### src/rtl/alu_pipe.sv
// Two-stage pipelined execute ALU with saturating arithmetic, valid/ready handshake on
// both sides and a commit-time {Z,V,N} flag register.
module alu_pipe #(
    parameter int WIDTH   = 16,
    parameter int SHAMT_W = 4,
    parameter int LANE    = 4
) (
    input  logic             clk,
    input  logic             rst,
    input  logic             in_valid,
    output logic             in_ready,
    input  logic [3:0]       opcode,
    input  logic [WIDTH-1:0] a,
    input  logic [WIDTH-1:0] b,
    output logic             out_valid,
    input  logic             out_ready,
    output logic [WIDTH-1:0] result,
    output logic             error,
    output logic             illegal,
    output logic [2:0]       flags
);

    localparam int NBYTES = WIDTH / 8;
    localparam int NLANES = WIDTH / LANE;

    typedef enum logic [3:0] {
        OP_ADD    = 4'h0,
        OP_SUB    = 4'h1,
        OP_XOR    = 4'h2,
        OP_RED    = 4'h3,
        OP_SLL    = 4'h4,
        OP_SRA    = 4'h5,
        OP_ROR    = 4'h6,
        OP_PADDSB = 4'h7,
        OP_LW     = 4'h8,
        OP_SW     = 4'h9
    } op_e;

    localparam logic [WIDTH-1:0] MAX_POS = {1'b0, {(WIDTH-1){1'b1}}};
    localparam logic [WIDTH-1:0] MIN_NEG = {1'b1, {(WIDTH-1){1'b0}}};
    localparam logic [LANE-1:0]  LANE_MAX = {1'b0, {(LANE-1){1'b1}}};
    localparam logic [LANE-1:0]  LANE_MIN = {1'b1, {(LANE-1){1'b0}}};

    logic             s1_valid_q;
    logic [3:0]       s1_op_q;
    logic [WIDTH-1:0] s1_a_q;
    logic [WIDTH-1:0] s1_b_q;

    logic             s2_valid_q;
    logic [WIDTH-1:0] res_q;
    logic             err_q;
    logic             ill_q;
    logic             wr_zvn_q;
    logic             wr_z_q;
    logic [2:0]       flags_q;

    logic [WIDTH-1:0] res_d;
    logic             err_d;
    logic             ill_d;
    logic             wr_zvn_d;
    logic             wr_z_d;

    logic             s2_adv;
    logic             s1_adv;

    logic [WIDTH:0]   sum_ext;
    logic [WIDTH:0]   diff_ext;
    logic [SHAMT_W-1:0] sh;
    logic [WIDTH-1:0] red_acc;
    logic [WIDTH-1:0] padd;
    logic             padd_err;
    logic [LANE:0]    lane_sum;

    assign s2_adv    = !s2_valid_q || out_ready;
    assign s1_adv    = !s1_valid_q || s2_adv;
    assign in_ready  = !rst && s1_adv;

    assign out_valid = s2_valid_q;
    assign result    = res_q;
    assign error     = err_q;
    assign illegal   = ill_q;
    assign flags     = flags_q;

    assign sum_ext  = {s1_a_q[WIDTH-1], s1_a_q} + {s1_b_q[WIDTH-1], s1_b_q};
    assign diff_ext = {s1_a_q[WIDTH-1], s1_a_q} - {s1_b_q[WIDTH-1], s1_b_q};
    assign sh       = s1_b_q[SHAMT_W-1:0];

    // Byte reduction: modular WIDTH-bit accumulation equals full-precision sum
    // sign-extended or truncated to WIDTH.
    always_comb begin
        red_acc = '0;
        for (int i = 0; i < NBYTES; i++) begin
            red_acc = red_acc
                    + {{(WIDTH-8){s1_a_q[8*i+7]}}, s1_a_q[8*i +: 8]}
                    + {{(WIDTH-8){s1_b_q[8*i+7]}}, s1_b_q[8*i +: 8]};
        end
    end

    always_comb begin
        padd     = '0;
        padd_err = 1'b0;
        lane_sum = '0;
        for (int l = 0; l < NLANES; l++) begin
            lane_sum = {s1_a_q[l*LANE+LANE-1], s1_a_q[l*LANE +: LANE]}
                     + {s1_b_q[l*LANE+LANE-1], s1_b_q[l*LANE +: LANE]};
            if (lane_sum[LANE] != lane_sum[LANE-1]) begin
                padd[l*LANE +: LANE] = lane_sum[LANE] ? LANE_MIN : LANE_MAX;
                padd_err = 1'b1;
            end else begin
                padd[l*LANE +: LANE] = lane_sum[LANE-1:0];
            end
        end
    end

    always_comb begin
        res_d    = '0;
        err_d    = 1'b0;
        ill_d    = 1'b0;
        wr_zvn_d = 1'b0;
        wr_z_d   = 1'b0;
        case (s1_op_q)
            OP_ADD: begin
                err_d    = sum_ext[WIDTH] ^ sum_ext[WIDTH-1];
                res_d    = err_d ? (sum_ext[WIDTH] ? MIN_NEG : MAX_POS) : sum_ext[WIDTH-1:0];
                wr_zvn_d = 1'b1;
            end
            OP_SUB: begin
                err_d    = diff_ext[WIDTH] ^ diff_ext[WIDTH-1];
                res_d    = err_d ? (diff_ext[WIDTH] ? MIN_NEG : MAX_POS) : diff_ext[WIDTH-1:0];
                wr_zvn_d = 1'b1;
            end
            OP_XOR: begin
                res_d  = s1_a_q ^ s1_b_q;
                wr_z_d = 1'b1;
            end
            OP_RED:    res_d = red_acc;
            OP_SLL: begin
                res_d  = s1_a_q << sh;
                wr_z_d = 1'b1;
            end
            OP_SRA: begin
                res_d  = $signed(s1_a_q) >>> sh;
                wr_z_d = 1'b1;
            end
            OP_ROR: begin
                res_d  = (s1_a_q >> sh) | (s1_a_q << (WIDTH - int'(sh)));
                wr_z_d = 1'b1;
            end
            OP_PADDSB: begin
                res_d = padd;
                err_d = padd_err;
            end
            OP_LW, OP_SW: res_d = s1_a_q + s1_b_q;
            default:      ill_d = 1'b1;
        endcase
    end

    always_ff @(posedge clk) begin
        if (rst) begin
            s1_valid_q <= 1'b0;
            s1_op_q    <= '0;
            s1_a_q     <= '0;
            s1_b_q     <= '0;
            s2_valid_q <= 1'b0;
            res_q      <= '0;
            err_q      <= 1'b0;
            ill_q      <= 1'b0;
            wr_zvn_q   <= 1'b0;
            wr_z_q     <= 1'b0;
            flags_q    <= '0;
        end else begin
            if (s2_valid_q && out_ready) begin
                if (wr_zvn_q) begin
                    flags_q <= {res_q == '0, err_q, res_q[WIDTH-1]};
                end else if (wr_z_q) begin
                    flags_q[2] <= (res_q == '0);
                end
            end
            if (s2_adv) begin
                s2_valid_q <= s1_valid_q;
                if (s1_valid_q) begin
                    res_q    <= res_d;
                    err_q    <= err_d;
                    ill_q    <= ill_d;
                    wr_zvn_q <= wr_zvn_d;
                    wr_z_q   <= wr_z_d;
                end
            end
            if (s1_adv) begin
                s1_valid_q <= in_valid;
                if (in_valid) begin
                    s1_op_q <= opcode;
                    s1_a_q  <= a;
                    s1_b_q  <= b;
                end
            end
        end
    end

endmodule

### config.mk
export PLATFORM = sky130hd
export DESIGN_NAME = alu_pipe
export DESIGN_NICKNAME = d
export VERILOG_FILES = /design/src/rtl/alu_pipe.sv
export SDC_FILE = /design/constraint.sdc
export NUM_CORES = 1
export LEC_CHECK = 0
export CORE_ASPECT_RATIO = 1.75
export CORE_MARGIN = 5
export CORE_UTILIZATION = 25
export CTS_CLUSTER_DIAMETER = 80
export CTS_CLUSTER_SIZE = 12
export DETAILED_ROUTE_END_ITERATION = 8
export HOLD_SLACK_MARGIN = 0.08
export PLACE_DENSITY_LB_ADDON = 0.12
export SLEW_MARGIN = 0
export SYNTH_ARGS = -nofsm -noshare
export SYNTH_HDL_FRONTEND = slang
export SYNTH_SLANG_ARGS = --single-unit
### constraint.sdc
create_clock -name clk -period 4.2 [get_ports clk]
set_clock_uncertainty 0.05 [all_clocks]
set_input_delay 0.42 -clock clk [delete_from_list [all_inputs] [get_ports clk]]
set_output_delay 0.42 -clock clk [all_outputs]
set_load 0.05 [all_outputs]
==> results.py, run 1 <==
metrics = {
    "floorplan": {
        "die_height_um": 256,
        "die_w_um": 151,
        "core_area_um2": 34300,
        "floorplan.rows": 90,
        "ios": 63,
        "initial_core_util": 0.252,
        "die_area_um2": 38600,
    },
    "sta": {
        "finalCritPeriodShare": 0.970,
        "hold_viol_final": 0,
        "layout_min_cycle_time_ps": 4070,
        "number_of_pins_exceeding_their_max_slew_limit_in_the_final_report": 0,
        "setup_ws_ps": 127,
        "timing_worst_slew_pin_value_ps": 982,
        "finalSetupViolations": 0,
        "fmaxAchievable_mhz": 246,
        "slew_hr": 0.337,
        "rsz0062_at_grt": "no",
    },
    "worst_setup_path": {
        "critical_path_arrival_ps": 4280,
        "worst-setup-path-type": "reg2reg",
        "worstPathMaxFanout": 7,
        "timing.critical_path.to_type": "register",
        "worst_ep_required_time_ps": 4410,
        "worst_setup_path_startpoint": "s1_b_q[6]",
        "setup.worst_path.start_class": "register",
        "critical-path-slowest-cell": "sky130_fd_sc_hd__or4_4",
        "cp_cell_sequence": "inv_1 > ha_1 > nor2b_1 > or4_4 > o211a_4 > o211a_4 > o21ai_2 > mux2_4 > or2_4 > ha_4 > buf_4 > o31a_1 > o41ai_4 > buf_6 > nand2_2 > buf_4 > a22oi_1 > a31oi_1",
        "worst-r2r-setup-slack_ps": 130,
        "r2r-start": "s1_b_q[6]",
        "worst_path_largest_cell_delay_ps": 430,
    },
    "routing": {
        "postRouteWirelength_mm": 45.3,
        "remaining_routing_drc_violations": 0,
        "avgRoutedWirePerCell_um": 27.0,
        "dr_total_vias": 9318,
        "post_drt_via_cell_ratio": 5.56,
        "post_drt_antenna_nets": 0,
        "drtPass1Iterations": 5,
        "drt_first_iter_violations": 736,
    },
    "placed_design": {
        "dp_slack_ps": -86.9,
        "place.detailed.hpwl_mm": 37.1,
        "post_dp_cell_area_um2": 10200,
        "io_buffer_count": 62,
        "placed_cells": 1655,
        "finalWeightedCongestion": 0.941,
    },
    "finish": {
        "finalNonFillerCells": 1677,
        "antenna-diode-count": 0,
        "drive_above_1_share": 0.174,
        "mostFrequentLayoutCells": "154 x sky130_fd_sc_hd__nand2_1, 106 x sky130_fd_sc_hd__buf_4, 99 x sky130_fd_sc_hd__a21oi_1",
        "area_growth_syn_to_layout_pct": 22.8,
        "finish.instance_area_um2": 10600,
        "postLayoutCoreUtil": 0.310,
        "mostFrequentLayoutCell": "sky130_fd_sc_hd__nand2_1",
        "design.final.nets": 1324,
    },
    "clocking": {
        "ctsRootBufferMaster": "sky130_fd_sc_hd__clkbuf_16",
        "tritoncts": "yes",
        "htree_levels": 3,
        "clockBufferDepth": 2,
        "post_cts_hold_buffer_count": 0,
        "worstSkewPairLatency_ps": 370,
        "worst_setup_hold_path_clk_slew_ps": 60,
        "numClockSinks": 61,
        "cts_made_buffers": 9,
    },
    "hold_path": {
        "hp-class": "reg2reg",
        "worst_hold_startpoint": "illegal",
    },
    "grt": {
        "grt_start_max_net_pins": 56,
        "grt_pass1_vias": 9746,
        "overflow": 0,
        "grt_util_all_layers": 0.235,
        "number_of_antenna_violations_at_the_first_check_in_global_routing": 1,
        "grt_pass1_wl_mm": 66.2,
    },
    "power_and_ir_drop": {
        "power_density_nw_per_um2": 284,
        "totalPowerFinal_mw": 3.02,
        "leakage_nw": 4.16,
        "power.ir.vdd_worst_mv": 0.178,
    },
    "synthesis": {
        "synth_area_um2": 8660,
        "post_synthesis_cell_type_count": 90,
        "synth_enable_flop_cells": 0,
        "synth-async-reset-ratio": 0,
        "postSynthRegisterBits": 61,
        "syn_area_per_cell_um2": 7.73,
        "synth.yosys.warnings": 0,
        "synth_fp_nets": 1232,
        "synth_seq_area_share": 0.141,
        "synthFlopType": "sky130_fd_sc_hd__dfxtp_1",
        "post_synth_inst_count": 1120,
    },
    "outcome": {
        "outcome": "completed",
    },
    "flow_run": {
        "max_cap_viol_count": 0,
    },
}
[kinds of logic (layout without fill, tap and decap cells)]
kind of cell / count (synthesis) / count (layout) / share of synthesized area
simple gates: 393 / 393 / 0.218
compound gates: 326 / 326 / 0.255
buf+inv: 155 / 252 / 0.0803
mux: 83 / 83 / 0.152
fa+ha+maj: 73 / 73 / 0.124
flops: 61 / 61 / 0.141
xor+xnor: 29 / 29 / 0.0293
[synthesized netlist by cell type, types with 4 or more instances]
| master | number | area share |
|---|---|---|
| sky130_fd_sc_hd__mux4_2 | 31 | 0.081 |
| sky130_fd_sc_hd__and2_1 | 6 | 0.0043 |
| sky130_fd_sc_hd__o31a_1 | 6 | 0.0061 |
| sky130_fd_sc_hd__nor4_1 | 15 | 0.011 |
| sky130_fd_sc_hd__mux2i_1 | 35 | 0.040 |
| sky130_fd_sc_hd__a22oi_1 | 7 | 0.0061 |
| sky130_fd_sc_hd__dfxtp_1 | 61 | 0.14 |
| sky130_fd_sc_hd__a21o_1 | 11 | 0.0095 |
| sky130_fd_sc_hd__o21a_1 | 13 | 0.011 |
| sky130_fd_sc_hd__inv_1 | 63 | 0.027 |
| sky130_fd_sc_hd__nor3_1 | 35 | 0.020 |
| sky130_fd_sc_hd__and3_1 | 4 | 0.0029 |
| sky130_fd_sc_hd__o21ai_0 | 49 | 0.028 |
| sky130_fd_sc_hd__buf_2 | 21 | 0.012 |
| sky130_fd_sc_hd__o211ai_1 | 11 | 0.0095 |
| sky130_fd_sc_hd__clkbuf_1 | 51 | 0.022 |
| sky130_fd_sc_hd__nand3_1 | 14 | 0.0081 |
| sky130_fd_sc_hd__xor2_1 | 9 | 0.0091 |
| sky130_fd_sc_hd__or4_1 | 5 | 0.0043 |
| sky130_fd_sc_hd__ha_1 | 50 | 0.072 |
| sky130_fd_sc_hd__a2111oi_0 | 6 | 0.0061 |
| sky130_fd_sc_hd__mux4_1 | 5 | 0.015 |
| sky130_fd_sc_hd__buf_6 | 6 | 0.0078 |
| sky130_fd_sc_hd__a31oi_1 | 19 | 0.014 |
| sky130_fd_sc_hd__xnor2_1 | 20 | 0.020 |
| sky130_fd_sc_hd__o2111ai_1 | 7 | 0.0071 |
| sky130_fd_sc_hd__o22ai_1 | 12 | 0.0087 |
| sky130_fd_sc_hd__or3_1 | 11 | 0.0079 |
| sky130_fd_sc_hd__buf_4 | 5 | 0.0043 |
| sky130_fd_sc_hd__a221o_1 | 5 | 0.0058 |
| sky130_fd_sc_hd__o221ai_1 | 4 | 0.0040 |
| sky130_fd_sc_hd__a211oi_1 | 14 | 0.012 |
| sky130_fd_sc_hd__or2_2 | 8 | 0.0058 |
| sky130_fd_sc_hd__a32oi_1 | 5 | 0.0051 |
| sky130_fd_sc_hd__nand3b_1 | 6 | 0.0052 |
| sky130_fd_sc_hd__a221oi_1 | 6 | 0.0061 |
| sky130_fd_sc_hd__nor2_1 | 75 | 0.033 |
| sky130_fd_sc_hd__nand2_1 | 155 | 0.067 |
| sky130_fd_sc_hd__nor2b_1 | 18 | 0.013 |
| sky130_fd_sc_hd__a21oi_1 | 99 | 0.057 |
| sky130_fd_sc_hd__nand2b_1 | 21 | 0.015 |
| sky130_fd_sc_hd__mux2_2 | 12 | 0.016 |
| sky130_fd_sc_hd__fa_1 | 22 | 0.051 |
| sky130_fd_sc_hd__o31ai_1 | 5 | 0.0043 |
| sky130_fd_sc_hd__o311ai_0 | 4 | 0.0040 |
[worst max-delay path: cells and delay by family (launching register included)]
| kind | cells | cell delay (ps) |
|---|---|---|
| adders and majority gates | 2 | 550 |
| AOI/OAI and AO/OA | 7 | 1330 |
| and+or+nand+nor | 4 | 800 |
| buffers and inverters | 4 | 580 |
| muxes | 1 | 330 |
| DFF | 1 | 330 |
[per-stage QoR]
stage                     setup TNS [ps]  hold WS (ps)
after floorplan                        0           395
after detailed placement            -280           416
after global routing                   0           445
after CTS                              0           425
after global placement             -55.4           413
final                                  0           424
[power breakdown]
part | switching [mW] | internal (mW) | leakage, nW
clock network | 0.328 | 0.550 | 0.163
logic | 0.889 | 0.589 | 3.50
registers | 0.0525 | 0.612 | 0.501
total | 1.27 | 1.75 | 4.16
[sequential cells by signal, indices dropped and copies added (netlist names)]
name and cells:
result 16, s1_a_q 16, illegal 1, wr_zvn_q 1, s1_b_q 16, s1_op_q 4, flags 3, wr_z_q 1
error 1, out_valid 1, s1_valid_q 1
[cell type report]
type | instances | area [µm²]
Clock buffer | 12 | 256
Clock inverter | 4 | 70.1
Fill cell | 3756 | 23700
Inverter | 66 | 249
Multi-Input combinational cell | 904 | 6820
Sequential cell | 61 | 1220
Tap cell | 460 | 576
Timing Repair Buffer | 170 | 1440
[path summary, 6_finish.rpt]
path | end | cells past startpoint
worst max-delay path | result[8] | 18
worst min-delay path | illegal | 2
worst max register to register | result[8] | 18
worst min register to register | illegal | 2
[metal layers]
metal,track usage,up-vias,part of all wire
met3,0.0283,112,0.038
met4,0.156,0,0.079
met2,0.423,330,0.52
li1,-,4285,-
met1,0.251,4591,0.36
met5,0,-,0
[repair_timing]
action                                  in CTS  in global routing
resized for setup                            5                  9
setup buffers                                2                  4
pin swaps                                    1                  3
endpoints found under the setup margin      10                 10
No activity file was read; power rests on OpenSTA's default activity.
==> run 2: changes to the inputs <==
- MAX_ROUTING_LAYER: not set -> met4
- clock period: 4.2 -> 4.31 ns (I/O delays scaled with it)
==> run 2 against run 1 <==
  * Fmax decreased by 1.9%
  * Final cell count decreased by 0.95%
  * Global-route usage increased by 0.49 points
  * Non-clock buffer count decreased by 16
  * Sequential share of layout area increased by 0.22 points
  * Critical path depth decreased by 3
  * Total power decreased by 6.8%
  * Design area decreased by 1.9%
  * Via count increased by 0.28%
  * Clock-buffer cell count unchanged
  * Setup slack improved by 33 ps
  * Largest power group unchanged
  * Highest routed layer unchanged
==> results.py, run 2 (same netlist as run 1, synthesis figures left out) <==
metrics = {
    "routing": {
        "route.met3.wl_mm": 1.62,
        "avgRoutedWirePerCell_um": 27.5,
        "wl_met1_mm": 16.7,
        "highest_metal_used": "met4",
        "drt_first_iter_violations": 715,
        "postRouteWirelength_mm": 45.6,
        "remaining_routing_drc_violations": 0,
        "met2RoutedLength_mm": 24.0,
        "post_drt_antenna_nets": 0,
        "drtPass1Iterations": 5,
        "post_drt_via_cell_ratio": 5.63,
        "dr_total_vias": 9344,
    },
    "clocking": {
        "ctsRootBufferMaster": "sky130_fd_sc_hd__clkbuf_16",
        "tritoncts": "yes",
        "htree_levels": 3,
        "cts_made_buffers": 9,
        "post_cts_hold_buffer_count": 0,
        "worst_setup_hold_path_clk_slew_ps": 60,
        "clockBufferDepth": 2,
        "numClockSinks": 61,
        "worstSkewPairLatency_ps": 370,
    },
    "worst_setup_path": {
        "timing.critical_path.to_type": "register",
        "critical_path.top_delay_family": "compound AO/OA/AOI/OAI gates",
        "critical_path.n_buffers_inverters": 2,
        "worst_path_largest_cell_delay_ps": 450,
        "setup.worst_path.start_class": "register",
        "worstPathMaxFanout": 4,
        "worst_ep_required_time_ps": 4500,
        "critical_path.most_common_cell": "sky130_fd_sc_hd__o211a_4",
        "worst-setup-path-type": "reg2reg",
        "cp_cell_sequence": "inv_1 > ha_1 > nor2b_1 > or4_1 > o211a_4 > o211a_4 > o21ai_2 > mux2_2 > or2_1 > ha_2 > o41ai_4 > buf_4 > nor2_2 > nor4_1 > a31oi_1",
        "critical-path-slowest-cell": "sky130_fd_sc_hd__or4_1",
        "critical_path_arrival_ps": 4340,
    },
    "placed_design": {
        "place.detailed.hpwl_mm": 37.0,
        "post_dp_cell_area_um2": 10100,
        "io_buffer_count": 62,
        "finalWeightedCongestion": 1.00,
    },
    "sta": {
        "hold_viol_final": 0,
        "slew_hr": 0.330,
        "timing_worst_slew_pin_value_ps": 991,
        "layout_min_cycle_time_ps": 4150,
        "rsz0062_at_grt": "no",
        "finalSetupViolations": 0,
        "setup_tns_ps": 0,
        "fmaxAchievable_mhz": 241,
        "number_of_pins_exceeding_their_max_slew_limit_in_the_final_report": 0,
        "finalCritPeriodShare": 0.963,
    },
    "finish": {
        "design.final.nets": 1308,
        "area_growth_syn_to_layout_pct": 20.5,
        "antenna-diode-count": 0,
        "finish.instance_area_um2": 10400,
        "mostFrequentLayoutCell": "sky130_fd_sc_hd__nand2_1",
        "drive_above_1_share": 0.158,
        "mostFrequentLayoutCells": "154 x sky130_fd_sc_hd__nand2_1, 99 x sky130_fd_sc_hd__a21oi_1, 92 x sky130_fd_sc_hd__buf_4",
    },
    "grt": {
        "grt_util_all_layers": 0.240,
        "grt_start_max_net_pins": 50,
        "overflow": 0,
        "number_of_antenna_violations_at_the_first_check_in_global_routing": 0,
        "grt_pass1_vias": 9389,
        "grt_pass1_wl_mm": 65.1,
    },
    "floorplan": {
        "ios": 63,
        "floorplan.rows": 90,
        "die_height_um": 256,
        "die_w_um": 151,
        "initial_core_util": 0.252,
        "core_area_um2": 34300,
        "die_area_um2": 38600,
    },
    "outcome": {
        "outcome": "completed",
    },
    "hold_path": {
        "hp-class": "reg2reg",
    },
    "power_and_ir_drop": {
        "power.ir.vdd_worst_mv": 0.178,
        "leakage_nw": 4.04,
        "power_density_nw_per_um2": 270,
    },
    "flow_run": {
        "max_cap_viol_count": 0,
    },
}
## run 2: repair_timing
item	CTS	global route
resized for setup	0	8
endpoints found under the setup margin	0	12
buffers inserted	0	1
## run 2: power breakdown
group          switching (mW)  total [mW]  internal [mW]
clock network           0.325       0.787          0.462
logic                   0.840        1.37          0.528
registers              0.0624       0.659          0.597
total                    1.23        2.81           1.59
## run 2: cell type report
cell class	count	area [µm²]
Fill cell	3795	23900
Multi-Input combinational cell	904	6790
Timing Repair Buffer	154	1310
Sequential cell	61	1220
Tap cell	460	576
Inverter	66	249
Clock buffer	12	246
Clock inverter	4	47.5
## run 2: worst min-delay path, delay by kind of cell, from the launching register on
family             cells  cell delay [ps]
and+or+nand+nor        1               50
DFF                    1              310
AOI/OAI and AO/OA      1               50
## run 2: metrics by stage
stage / hold slack (ps) / util / setup slack [ps] / total power, mW / cells
detailed placement: 401 / 0.294 / 61.9 / 2.02 / 1644
CTS: 409 / 0.303 / 40.8 / 2.82 / 1660
global route: 447 / 0.304 / 4.94 / 2.95 / 1661
finish: 407 / 0.304 / 160 / 2.81 / 1661
global placement: 401 / 0.294 / 50.9 / 2.02 / 1644
floorplan: 395 / - / 1.80 / 1.49 / 1120
## run 2: metal layers
layer  track usage  vias up
met2         0.423      348
li1              -     4251
met3        0.0244      115
met1         0.251     4630
met5             -        -
met4         0.150        0
## run 2: final timing paths
check             cells after the start  slack, ps         to       from
setup reg to reg                     15        160  result[7]  s1_b_q[6]
setup / recovery                     15        160  result[7]  s1_b_q[6]
hold reg to reg                       2        410    illegal    illegal
hold / removal                        2        410    illegal    illegal
